$ cat src/rtl/led_fade_pwm_if.sv
// led_fade_pwm_if: LED PIO target bits in, PWM drive and busy flag out
interface led_fade_pwm_if #(
    parameter int NUM_LEDS = 8
);
    logic [NUM_LEDS-1:0] leds_in;
    logic [NUM_LEDS-1:0] leds_out;
    logic                busy;
    modport master (output leds_in, input leds_out, input busy);
    modport slave  (input leds_in, output leds_out, output busy);
endinterface

$ cat src/rtl/led_fade_pwm.sv
// led_fade_pwm: fades LED PIO on/off bits into brightness ramps driving 8-bit PWM; define LED_FADE_GAMMA_EN for a squared duty curve
module led_fade_pwm #(
    parameter int NUM_LEDS = 8,
    parameter int FADE_DIV = 7812
) (
    input logic           clk_clk,
    input logic           reset_reset,
    led_fade_pwm_if.slave bus
);
    logic [NUM_LEDS-1:0] r_leds_q, r_leds_out, w_diff, w_pwm;
    logic [7:0]          r_bright [NUM_LEDS];
    logic [7:0]          w_level  [NUM_LEDS];
    logic [19:0]         r_fade_cnt;
    logic [7:0]          r_pwm_cnt;
    logic                r_busy, w_fade_tick;
    assign w_fade_tick = r_fade_cnt == 20'(FADE_DIV - 1);
    for (genvar i = 0; i < NUM_LEDS; i++) begin : g_ch
`ifdef LED_FADE_GAMMA_EN
        assign w_level[i] = 8'((16'(r_bright[i]) * 16'(r_bright[i])) >> 8);
`else
        assign w_level[i] = r_bright[i];
`endif
        // target is all-ones or all-zeros, so the replicated bit is the target byte
        assign w_diff[i] = r_bright[i] != {8{r_leds_q[i]}};
        assign w_pwm[i]  = (r_bright[i] == 8'hFF) | (w_level[i] > r_pwm_cnt);
    end
    always_ff @(posedge clk_clk or posedge reset_reset) begin
        if (reset_reset) begin
            r_leds_q   <= '0;
            r_fade_cnt <= '0;
            r_pwm_cnt  <= '0;
            r_leds_out <= '0;
            r_busy     <= 1'b0;
            for (int c = 0; c < NUM_LEDS; c++) r_bright[c] <= '0;
        end else begin
            r_leds_q   <= bus.leds_in;
            r_fade_cnt <= w_fade_tick ? '0 : r_fade_cnt + 20'd1;
            r_pwm_cnt  <= r_pwm_cnt + 8'd1;
            r_leds_out <= w_pwm;
            r_busy     <= |w_diff;
            // stepping only while bright differs from target saturates at 0 and 255
            for (int c = 0; c < NUM_LEDS; c++)
                if (w_fade_tick && w_diff[c])
                    r_bright[c] <= r_leds_q[c] ? r_bright[c] + 8'd1 : r_bright[c] - 8'd1;
        end
    end
    assign bus.leds_out = r_leds_out;
    assign bus.busy     = r_busy;
endmodule
$ cat src/flat_wrapper.sv
// flat-port wrapper written by rule: the top's interface ports become plain ports
module led_fade_pwm_flat 
#(
    parameter int NUM_LEDS = 8,
    parameter int FADE_DIV = 7812
)
  (clk_clk, reset_reset, bus_leds_in, bus_leds_out, bus_busy);
  led_fade_pwm_if #(.NUM_LEDS(NUM_LEDS)) bus_i ();
  input logic clk_clk;
  input logic reset_reset;
  input wire logic [$bits(bus_i.leds_in)-1:0] bus_leds_in;
  output wire logic [$bits(bus_i.leds_out)-1:0] bus_leds_out;
  output wire logic [$bits(bus_i.busy)-1:0] bus_busy;
  assign bus_i.leds_in = bus_leds_in;
  assign bus_leds_out = bus_i.leds_out;
  assign bus_busy = bus_i.busy;
  led_fade_pwm #(.NUM_LEDS(NUM_LEDS), .FADE_DIV(FADE_DIV)) u_core (.clk_clk(clk_clk), .reset_reset(reset_reset), .bus(bus_i));
endmodule
$ cat config.mk
export PLATFORM = sky130hd
export DESIGN_NAME = led_fade_pwm_flat
export DESIGN_NICKNAME = d
export VERILOG_FILES = /design/src/rtl/led_fade_pwm_if.sv /design/src/rtl/led_fade_pwm.sv /design/src/flat_wrapper.sv
export SDC_FILE = /design/constraint.sdc
export NUM_CORES = 1
export LEC_CHECK = 0
export CORE_MARGIN = 5
export CORE_UTILIZATION = 45
export CTS_CLUSTER_SIZE = 40
export DETAILED_ROUTE_END_ITERATION = 16
export DONT_BUFFER_PORTS = 1
export SKIP_LAST_GASP = 1
export SYNTH_ARGS = -nofsm -noshare
export SYNTH_HDL_FRONTEND = slang
export SYNTH_SLANG_ARGS = --single-unit
$ cat constraint.sdc
create_clock -name clk_clk -period 7.65 [get_ports clk_clk]
set_clock_uncertainty 0.05 [all_clocks]
set_input_delay 1.53 -clock clk_clk [delete_from_list [all_inputs] [get_ports clk_clk]]
set_output_delay 1.53 -clock clk_clk [all_outputs]
set_load 0.01 [all_outputs]
Word-level counts from Yosys, hierarchy flattened
Index checks and enable logic that the tools add are counted.
- word-level logic and storage cells: 82
- bits of input ports: 10
- output and inout port bits: 9
- register bits after elaboration: 109
- add/subtract/negate cells: 18
- $lt $le $gt $ge: 8
- reductions and logical operators: 9
- mux-type cells: 9
- bitwise logic cells: 8
- eq/ne operators: 17
- operators by type and width (operator ; count):
    adder 8 x 1 -> 8 bit, second input constant ; 9
    == test 8 bit, second input constant ; 8
    greater-than comparator 8 bit ; 8
    2-to-1 mux 8 bit ; 8
    != test 8 bit ; 8
    subtractor 8 x 1 -> 8 bit, second input constant ; 8
    adder 20 x 1 -> 20 bit, second input constant ; 1
    == test 20 x 13 -> 1 bit, second input constant ; 1
    2-to-1 mux 20 bit ; 1
    logical AND 1 bit ; 8
    OR 1 bit ; 8
    OR reduction 8 bit ; 1

Logic depth before layout (Yosys ltp)
Gate-level depths: netlist of the first run.
- depth after elaboration: 2
- depth in mapped cells: 9
- depth with buffers taken out: 7

Worst setup path after synthesis of the first run
OpenSTA, ideal clock, no wires.
- kind: reg2reg
- from: reg u_core.r_fade_cnt[0]
- to: reg u_core.r_bright[59] (netlist bit)
- stages on the path, launching flop included: 9
- data arrival time: 1.974 ns
- setup time: 0.092 ns
- required time: 7.508 ns
- path buffers: 3
- period minus slack after synthesis: 2.116 ns
- path slack: 5.534 ns
- cells stage by stage: dfrtp_1 -> ha_1 -> or3b_1 -> buf_6 -> and4b_1 -> buf_6 -> nand3b_4 -> buf_6 -> o31ai_2
- longest elaborated chain between the ends: 2
- ends and longest elaborated chain (element ; line ; source):
    from (decl) ; led_fade_pwm.sv:13 ; logic [19:0] r_fade_cnt;
    from (signal assigned) ; led_fade_pwm.sv:37 ; r_fade_cnt <= w_fade_tick ? '0 : r_fade_cnt + 20'd1;
    == test 20 x 13 -> 1 bit ; led_fade_pwm.sv:16 ; assign w_fade_tick = r_fade_cnt == 20'(FADE_DIV - 1);
    logical AND 1 bit ; led_fade_pwm.sv:43 ; if (w_fade_tick && w_diff[c])
    to (signal, indexed assignment) ; led_fade_pwm.sv:44 ; r_bright[c] <= r_leds_q[c] ? r_bright[c] + 8'd1 : r_bright[c] - 8'd1;
    to (decl) ; led_fade_pwm.sv:11 ; logic [7:0] r_bright [NUM_LEDS];
Every way passes these cells.
A chain may end at the register's enable or synchronous reset.

Worst setup path after layout of the first run
- from: reg u_core.r_fade_cnt[9]
- to: reg u_core.r_fade_cnt[2]
- longest elaborated chain between the ends: 2
- ends and longest elaborated chain (element ; line):
    == test 20 x 13 -> 1 bit ; led_fade_pwm.sv:16
    2-to-1 mux 20 bit ; led_fade_pwm.sv:37
Every way passes these cells.

==> results of run 1 <==
-- sequential cells by signal (all words and copies together), names as in the netlist --
name                 cells
u_core.r_bright         64
u_core.r_fade_cnt       20
u_core.bus.leds_out      8
u_core.r_leds_q          8
u_core.r_pwm_cnt         8
u_core.bus.busy          1
-- where the power goes --
| part | internal (mW) | switching [mW] | leakage, nW | total (mW) |
|---|---|---|---|---|
| sequential | 0.578 | 0.00320 | 1.47 | 0.581 |
| clock | 0.263 | 0.244 | 0.152 | 0.507 |
| combinational | 0.0166 | 0.0390 | 2.63 | 0.0556 |
-- critical path: stages (launching register included) --
cell and delay (ns):
dfrtp_1 0.44, and4_1 0.92, nand4_1 0.89, nor2_1 0.73
nor2_1 0.13
-- cell type report --
cell class                 count  area (um^2)
sequential                   109         2728
multi-input combinational    680         5304
clock inverter                 7        88.84
timing repair buffer           1        7.507
fill                        1608         9274
tap                          229        286.5
clock buffer                   9        225.2
inverter                      29        111.4
-- placed cells by master, fill, tap and decap left out, drive strengths merged, types with 17 or more instances in the layout --
master  synthesis  routed
o21ai          33      33
nor2           28      28
xnor2          24      24
nand4          48      48
inv            29      33
dfrtp         109     109
nand3          27      27
o211ai         17      17
nor3           18      18
nor2b          17      17
xor2           31      31
nand2          65      65
ha            114     114
nor4           17      17
a21oi          51      51
-- through the flow --
step           hold slack, ns  power, mW
3_5_place_dp           0.4171     0.6489
5_1_grt                0.4510      1.185
3_3_place_gp           0.4089     0.6460
2_1_floorplan          0.3866     0.6349
6_report               0.4283      1.143
4_1_cts                0.4303      1.160
-- kinds of logic (layout without fill, tap and decap cells) --
logic type / count (synthesis) / after routing / synth area share [%]
simple gates: 285 / 285 / 19.57
compound gates: 186 / 186 / 15.43
fa+ha+maj: 122 / 122 / 19.18
flops: 109 / 109 / 32.98
xor+xnor: 55 / 55 / 5.824
buf+inv: 42 / 46 / 2.904
mux: 32 / 32 / 4.114
-- final timing paths --
path | slack (ns) | depth (start not counted) | endpoint
max | 4.36 | 4 | u_core.r_fade_cnt[2]
min | 0.43 | 1 | u_core.r_fade_cnt[19]
max reg2reg | 4.36 | 4 | u_core.r_fade_cnt[2]
min reg2reg | 0.43 | 1 | u_core.r_fade_cnt[19]
max in group asynchronous | 5.18 | 2 | u_core.r_bright[13]
min in group asynchronous | 0.98 | 1 | u_core.r_fade_cnt[2]
-- cell usage after synthesis, types with 2 or more instances --
library cell  count
nor3_1           18
nor2b_1          17
clkbuf_1          2
and3_1            2
nor4_1           17
o31ai_2          16
a21oi_1          51
nor2_1           28
a211o_1           2
nand4_1          48
and2_1           15
xor2_1           31
mux2i_1          16
buf_6            11
a21boi_0          7
or2_2             8
o22ai_1           8
o21ai_0          33
dfrtp_1         109
xnor2_1          24
fa_1              8
a21o_1           15
o211ai_1         17
nand3b_4          6
nor4b_1           3
nand3_4           2
nand3_1          25
mux2_2           16
nand2_1          65
nand2b_1         16
a211oi_1         13
inv_1            29
a311o_1           7
ha_1            114
o21a_1           16
or3_1            11
-- layer usage --
metal | GRT usage [%] | wire length, um
met2 | 31.73 | 9462
met1 | 22.24 | 8454
met3 | 3.177 | 524
met5 | 0 | 0
met4 | 5.457 | 428
==> flow_summary.ini, run 1 <==
[timing]
fin_setup_tns_ns = 0
max_freq_mhz = 304.4
slew_headroom_pct = 30.68
setup_ws_ns = 4.364
slew_viol_final = 0
tightest_slew_ns = 1.040
rsz0062_at_grt = no
setup_viol = 0
fin_crit_sh_pct = 42.95
hold_viol = 0
min_period_ns = 3.286

[logic_synthesis]
ys.flop_type = dfrtp_1
synth-edff-count = 0
ys_types = 41
synth_area_per_cell_um2 = 9.954
yosysSeqAreaShare_pct = 32.98
synth_area_leaders = dfrtp_1 (33%), ha_1 (17%), nand4_1 (3.6%)
syn_nets = 963
synthArstFlopShare_pct = 100.0
yosys_warnings = 0
netlist_area_um2 = 8272
syn_inst = 831
yosys.area.top_type = dfrtp_1
ys_ff_latch = 109
netlist.area_leader.share_pct = 32.98

[die]
pin_count = 19
core_area_um2 = 18020
num_rows = 49
die_h_um = 145.6
design.die.area_um2 = 21190
fp.dieW_um = 145.6
start_util_pct = 45.89

[worst_setup_path]
worstReg2RegStart = u_core.r_fade_cnt[9]
worstPathRequired_ns = 7.82
arrival_ns = 3.46
endpoint_kind = register
worst_setup_path_start_kind = register
crit_fanout = 17
startpoint = u_core.r_fade_cnt[9]
crit_type = register to register

[cts]
cts-root-buf = clkbuf_16
clk_path_buf_depth = 2
cts_hold_buf = 0
h-tree-depth = 3
cts_buffers = 9
post_cts_buffers = 0
clk_latency_ns = 0.36
tritoncts = built
cts_resized = 0
clkSinkCount = 109
clk_pin_slew_ns = 0.08

[detailed_routing]
drt-initial-drc-count = 305
routed_via_density = 5.961
dr.pass1.iters = 4
wl_per_cell_um = 17.73
drc = 0
ant_nets = 0
wl_um = 18870
dr_total_vias = 6342

[layout]
nNetsFinal = 962
drive_above_1_share_pct = 7.904
final_cells = 1064
final_util_pct = 48.55
area_delta_synth_final_pct = 5.793
design_area_um2 = 8751
n_antenna_cell = 0

[run_status]
status = completed

[placement]
gp_congestion = 0.7904
dp.cells = 1048
io_buffers = 0
pre_cts_ws_ns = 4.382
dpl-instance-area_um2 = 8437
dp_hpwl_um = 13850

[job]
max_cap_violations = 0

[power]
power_density_nw_per_um2 = 130.6
leakage_nw = 4.251
irDropWorstVdd_uv = 102.5

[global_route]
overflow = 0
grt_max_degree = 78
grt_pass1_wl_um = 31460
grt_pass1_vias = 6407
antenna_found_initial = 0
grt_usage_pct = 17.92

[hold_path]
min_path_type = register to register
min-delay-start = u_core.r_fade_cnt[19]
Power figures use the tool's default switching activity.
==> run 2, diff against run 1 <==
==> constraint.sdc (replaced) <==
create_clock -name clk_clk -period 3.12 [get_ports clk_clk]
set_clock_uncertainty 0.05 [all_clocks]
set_input_delay 0.624 -clock clk_clk [delete_from_list [all_inputs] [get_ports clk_clk]]
set_output_delay 0.624 -clock clk_clk [all_outputs]
set_load 0.01 [all_outputs]
==> flow_summary.ini, run 2 (same netlist as run 1, synthesis figures left out) <==
[run_status]
status = completed

[timing]
fin_setup_tns_ns = 0
slew_viol_final = 0
slew_headroom_pct = 51.36
fin_crit_sh_pct = 83.97
holdWs_ns = 0.1882
setup_viol = 0
min_period_ns = 2.620
hold_viol = 0
max_freq_mhz = 381.7
tightest_slew_ns = 0.7281
rsz0062_at_grt = no

[layout]
fillers = 1624
n_antenna_cell = 0
final_cell_mix = ha_1 (114), dfrtp_1 (109), nand2_1 (65)
area_delta_synth_final_pct = 6.474
reg_top3 = u_core.r_bright x64, u_core.r_fade_cnt x20
regMostFlops = u_core.r_bright
layout.cells.most_common = ha_1
nNetsFinal = 967
largest_reg_flops = 64
design_area_um2 = 8807
drive_above_1_share_pct = 8.452

[detailed_routing]
drt-initial-drc-count = 304
routed_via_density = 5.949
wl_um = 18700
ant_nets = 0
dr.pass1.iters = 4
dr_total_vias = 6359
drc = 0
wl_per_cell_um = 17.49

[cts]
cts_resized = 0
clk_latency_ns = 0.36
cts_hold_buf = 0
clk_path_buf_depth = 2
tritoncts = built
cts-root-buf = clkbuf_16
clk_pin_slew_ns = 0.08
cts_buffers = 9
h-tree-depth = 3
clkSinkCount = 109
post_cts_buffers = 0

[power]
power_density_nw_per_um2 = 317.0
power_mw = 2.792
leakage_nw = 4.277
irDropWorstVdd_uv = 247.0

[worst_setup_path]
crit_path_cell_trace = inv_1, ha_1, nand4_1, a211oi_1, nand3b_4, mux2_2
worstReg2RegStart = u_core.r_leds_q[6]
worstPathRequired_ns = 3.32
startpoint = u_core.r_leds_q[6]
cpMaxStageDelayCell = a211oi_1
cp_top_family = compound AO/OA/AOI/OAI gates
arrival_ns = 2.82
crit_fanout = 12
crit_type = register to register
endpoint_kind = register
worst_setup_path_start_kind = register
slowest_delay_ns = 0.60
worstPathBufferInverterCount = 1

[die]
start_util_pct = 45.89
fp.dieW_um = 145.6
pin_count = 19
core_area_um2 = 18020
num_rows = 49
die_h_um = 145.6
design.die.area_um2 = 21190

[placement]
gp_congestion = 0.8116
io_buffers = 0
dpl-instance-area_um2 = 8488
dp_hpwl_um = 13700

[job]
max_cap_violations = 0

[global_route]
antenna_found_initial = 2
grt_max_degree = 56
overflow = 0
grt_pass1_vias = 6370
grt_pass1_wl_um = 31170
grt_usage_pct = 17.81

[hold_path]
min_path_type = input port to asynchronous set/reset pin
run 2: cell count changes in the layout (fill, tap and decap cells not counted), sizes merged:
| cell | change |
|---|---|
| buf | +5 |
| clkbuf | +2 |
| clkinvlp | +1 |
| inv | -3 |
run 2: final cells by class:
cell class                      count  area (um^2)  share of cell area, %
Clock buffer                       11        252.7                  2.870
Tap cell                          229        286.5                  3.253
Timing Repair Buffer                6        57.56                 0.6535
Inverter                           29        112.6                  1.279
Multi-Input combinational cell    680         5304                  60.22
Sequential cell                   109         2728                  30.97
Clock inverter                      5        66.31                 0.7529
run 2: final timing paths:
check | cells past startpoint | slack [ns] | to
worst max register to register | 6 | 0.50 | u_core.r_bright[9]
min in group clk_clk | 0 | 0.23 | u_core.r_leds_q[3]
worst max-delay path | 6 | 0.50 | u_core.r_bright[9]
max in group asynchronous | 2 | 2.07 | u_core.r_bright[15]
worst min register to register | 1 | 0.42 | u_core.r_fade_cnt[19]
worst min-delay path | 1 | 0.19 | u_core.r_bright[53]
run 2: layer usage:
metal | share of wire, % | wire, um | global-route usage (%)
met1 | 45 | 8494 | 22.21
met4 | 2.4 | 457 | 6.437
met3 | 3.2 | 593 | 3.519
met5 | 0.14 | 27 | 0
met2 | 49 | 9121 | 30.67
run 2: where the power goes:
part | total [mW] | switching (mW) | leakage (nW) | internal [mW]
Combinational | 0.138 | 0.0943 | 2.65 | 0.0433
Sequential | 1.42 | 0.00648 | 1.47 | 1.42
Clock | 1.23 | 0.554 | 0.154 | 0.677
Total | 2.79 | 0.655 | 4.28 | 2.14
run 2: through the flow:
step           worst slack (ns)  std cells  utilization (%)
6_report                 0.5000       1069            48.86
5_1_grt                  0.3414       1069            48.86
4_1_cts                  0.4943       1069            48.86
3_5_place_dp             0.5029       1053            47.09
3_3_place_gp             0.5824       1053            47.09
2_1_floorplan             1.004        831                -
==> run 3, diff against run 2 <==
--- a/config.mk
+++ b/config.mk
@@ -5,6 +5,7 @@
 export SDC_FILE = /design/constraint.sdc
 export NUM_CORES = 1
 export LEC_CHECK = 0
+export ABC_AREA = 1
 export CORE_MARGIN = 5
 export CORE_UTILIZATION = 45
 export CTS_CLUSTER_SIZE = 40
==> constraint.sdc (replaced) <==
create_clock -name clk_clk -period 2.25 [get_ports clk_clk]
set_clock_uncertainty 0.05 [all_clocks]
set_input_delay 0.45 -clock clk_clk [delete_from_list [all_inputs] [get_ports clk_clk]]
set_output_delay 0.45 -clock clk_clk [all_outputs]
set_load 0.01 [all_outputs]
==> flow_summary.ini, run 3 <==
[worst_setup_path]
slowest_delay_ns = 0.39
worst_setup_path_start_kind = register
arrival_ns = 2.14
cp_common_cell = nand2_1
endpoint_kind = register
crit_path_cell_trace = inv_2, ha_1, nand2_1, nor2_1, nand2_1, nor2_2, nand2_1, nor2_1, nand2_1
crit_type = register to register
crit_fanout = 8
cpMaxStageDelayCell = dfrtp_1
cp_top_family = simple AND/OR/NAND/NOR gates
reg2reg_slack_ns = 0.31
worstPathRequired_ns = 2.45
worstPathBufferInverterCount = 1

[global_route]
antenna_found_initial = 1
grt_pass1_wl_um = 37280
grt_usage_pct = 18.95
overflow = 0
grt_max_degree = 54
grt_pass1_vias = 7693

[job]
max_cap_violations = 0

[logic_synthesis]
netlist.area_leader.share_pct = 29.11
ys_ff_latch = 109
syn_nets = 1496
synth_common_cells = nand2_1 (569), inv_1 (160), ha_1 (114)
syn_inst = 1364
synthArstFlopShare_pct = 100.0
netlist_area_um2 = 9370
synth-edff-count = 0
yosys_warnings = 0
ys_types = 28
yosys.area.top_type = dfrtp_1
yosysSeqAreaShare_pct = 29.11
synthMostInstantiatedCell = nand2_1
synth_area_per_cell_um2 = 6.870
synth_area_leaders = dfrtp_1 (29%), nand2_1 (23%), ha_1 (15%)
ys.flop_type = dfrtp_1

[power]
power_density_nw_per_um2 = 384.0
irDropWorstVdd_uv = 334.2
leakage_nw = 5.644

[cts]
cts_resized = 0
cts_hold_buf = 1
cts-root-buf = clkbuf_16
h-tree-depth = 3
clk_latency_ns = 0.36
post_cts_buffers = 0
clk_path_buf_depth = 2
tritoncts = built
clkSinkCount = 109
clk_pin_slew_ns = 0.07
cts_buffers = 9

[detailed_routing]
dr_total_vias = 8150
drt-initial-drc-count = 397
dr.pass1.iters = 5
routed_via_density = 4.924
ant_nets = 0
drc = 0
wl_per_cell_um = 13.11
wl_um = 21690

[timing]
hold_viol = 0
setup_ws_ns = 0.3108
fin_crit_sh_pct = 86.19
min_period_ns = 1.939
slew_headroom_pct = 61.45
setup_viol = 0
max_freq_mhz = 515.7
slew_viol_final = 0
tightest_slew_ns = 0.5783
rsz0062_at_grt = no
fin_setup_tns_ns = 0

[placement]
gp_congestion = 0.8866
io_buffers = 0
dp_hpwl_um = 17090
dpl-instance-area_um2 = 9767
pre_cts_ws_ns = 0.3284
dp.cells = 1639

[die]
core_area_um2 = 20360
start_util_pct = 46.01
num_rows = 52
die_h_um = 154.3
pin_count = 19
design.die.area_um2 = 23810
fp.dieW_um = 154.3

[run_status]
status = completed

[layout]
largest_reg_flops = 64
final_cells = 1655
area_delta_synth_final_pct = 7.357
drive_above_1_share_pct = 5.564
design_area_um2 = 10060
final_cell_mix = nand2_1 (569), inv_1 (159), ha_1 (114)
nNetsFinal = 1513
reg_top3 = u_core.r_bright x64, u_core.r_fade_cnt x20
seq_area_um2 = 2728
regMostFlops = u_core.r_bright
layout.cells.most_common = nand2_1
fillers = 2091
multi_input_area_um2 = 5948

[hold_path]
min_path_type = input port to register
-- run 3: cell count changes after synthesis, moves of 17 or more --
cell | before | now
nand2_1 | 65 | 569
inv_1 | 29 | 160
nor2_1 | 28 | 96
nand3_1 | 25 | 63
o21ai_0 | 33 | 8
nor2_4 | 0 | 17
nor2b_1 | 17 | 0
nor4_1 | 17 | 0
o211ai_1 | 17 | 0
-- run 3: routing by layer --
| layer | vias up | global-route usage (%) | routed length, um |
|---|---|---|---|
| met1 | 3704 | 25.36 | 10580 |
| met3 | 18 | 1.900 | 429 |
| met5 | - | 0 | 0 |
| li1 | 4355 | - | - |
| met2 | 73 | 32.76 | 10350 |
| met4 | 0 | 5.257 | 334 |
-- run 3: kinds of logic after synthesis --
family	Yosys count	synth area share [%]
AND/OR/NAND/NOR	830	37.95
buffers and inverters	179	7.411
adder cells (fa/ha/maj)	122	16.93
flip-flops	109	29.11
AO/OA/AOI/OAI	80	4.487
XOR/XNOR	44	4.113
-- run 3: where the power goes --
part	total [mW]	internal (mW)	switching, mW
clock	1.60	0.853	0.745
sequential	1.97	1.96	0.00729
combinational	0.293	0.0973	0.195
total	3.86	2.92	0.948
-- run 3: area by class of cell --
class                   instances  share of cell area (%)
flip-flops and latches        109                   27.11
clock buffers                  10                   2.276
inverters                     175                   6.567
multi-input cells            1076                   59.13
diodes                          1                 0.02488
well taps                     270                   3.358
clock inverters                 4                  0.5100
repair buffers                 10                   1.020
-- run 3: worst register-to-register path, stage by stage, from the launching register on --
cell and delay [ns]:
dfrtp_1 0.39, inv_2 0.10, ha_1 0.38, nand2_1 0.10, nor2_1 0.11, nand2_1 0.06, nor2_2 0.27, nand2_1 0.19
nor2_1 0.13, nand2_1 0.06
-- run 3: metrics by stage --
| step | power [mW] | hold slack (ns) | utilization [%] |
|---|---|---|---|
| 6_report | 3.863 | 0.06364 | 49.40 |
| 5_1_grt | 4.044 | 0.04564 | 49.39 |
| 4_1_cts | 3.913 | 0.04727 | 49.39 |
| 3_5_place_dp | 2.305 | 0.3430 | 47.96 |
| 3_3_place_gp | 2.304 | 0.3356 | 47.96 |
| 2_1_floorplan | 2.240 | 0.4132 | - |
-- run 3: path summary, 6_finish.rpt --
check	from	endpoint	cells after the start
setup / recovery	u_core.r_leds_q[5]	u_core.bus.busy	9
hold / removal	bus_leds_in[5]	u_core.r_leds_q[5]	0
setup reg to reg	u_core.r_leds_q[5]	u_core.bus.busy	9
hold reg to reg	u_core.r_pwm_cnt[6]	u_core.r_pwm_cnt[6]	1
max in group asynchronous	reset_reset	u_core.bus.leds_out[3]	3
min in group asynchronous	reset_reset	u_core.bus.leds_out[5]	2
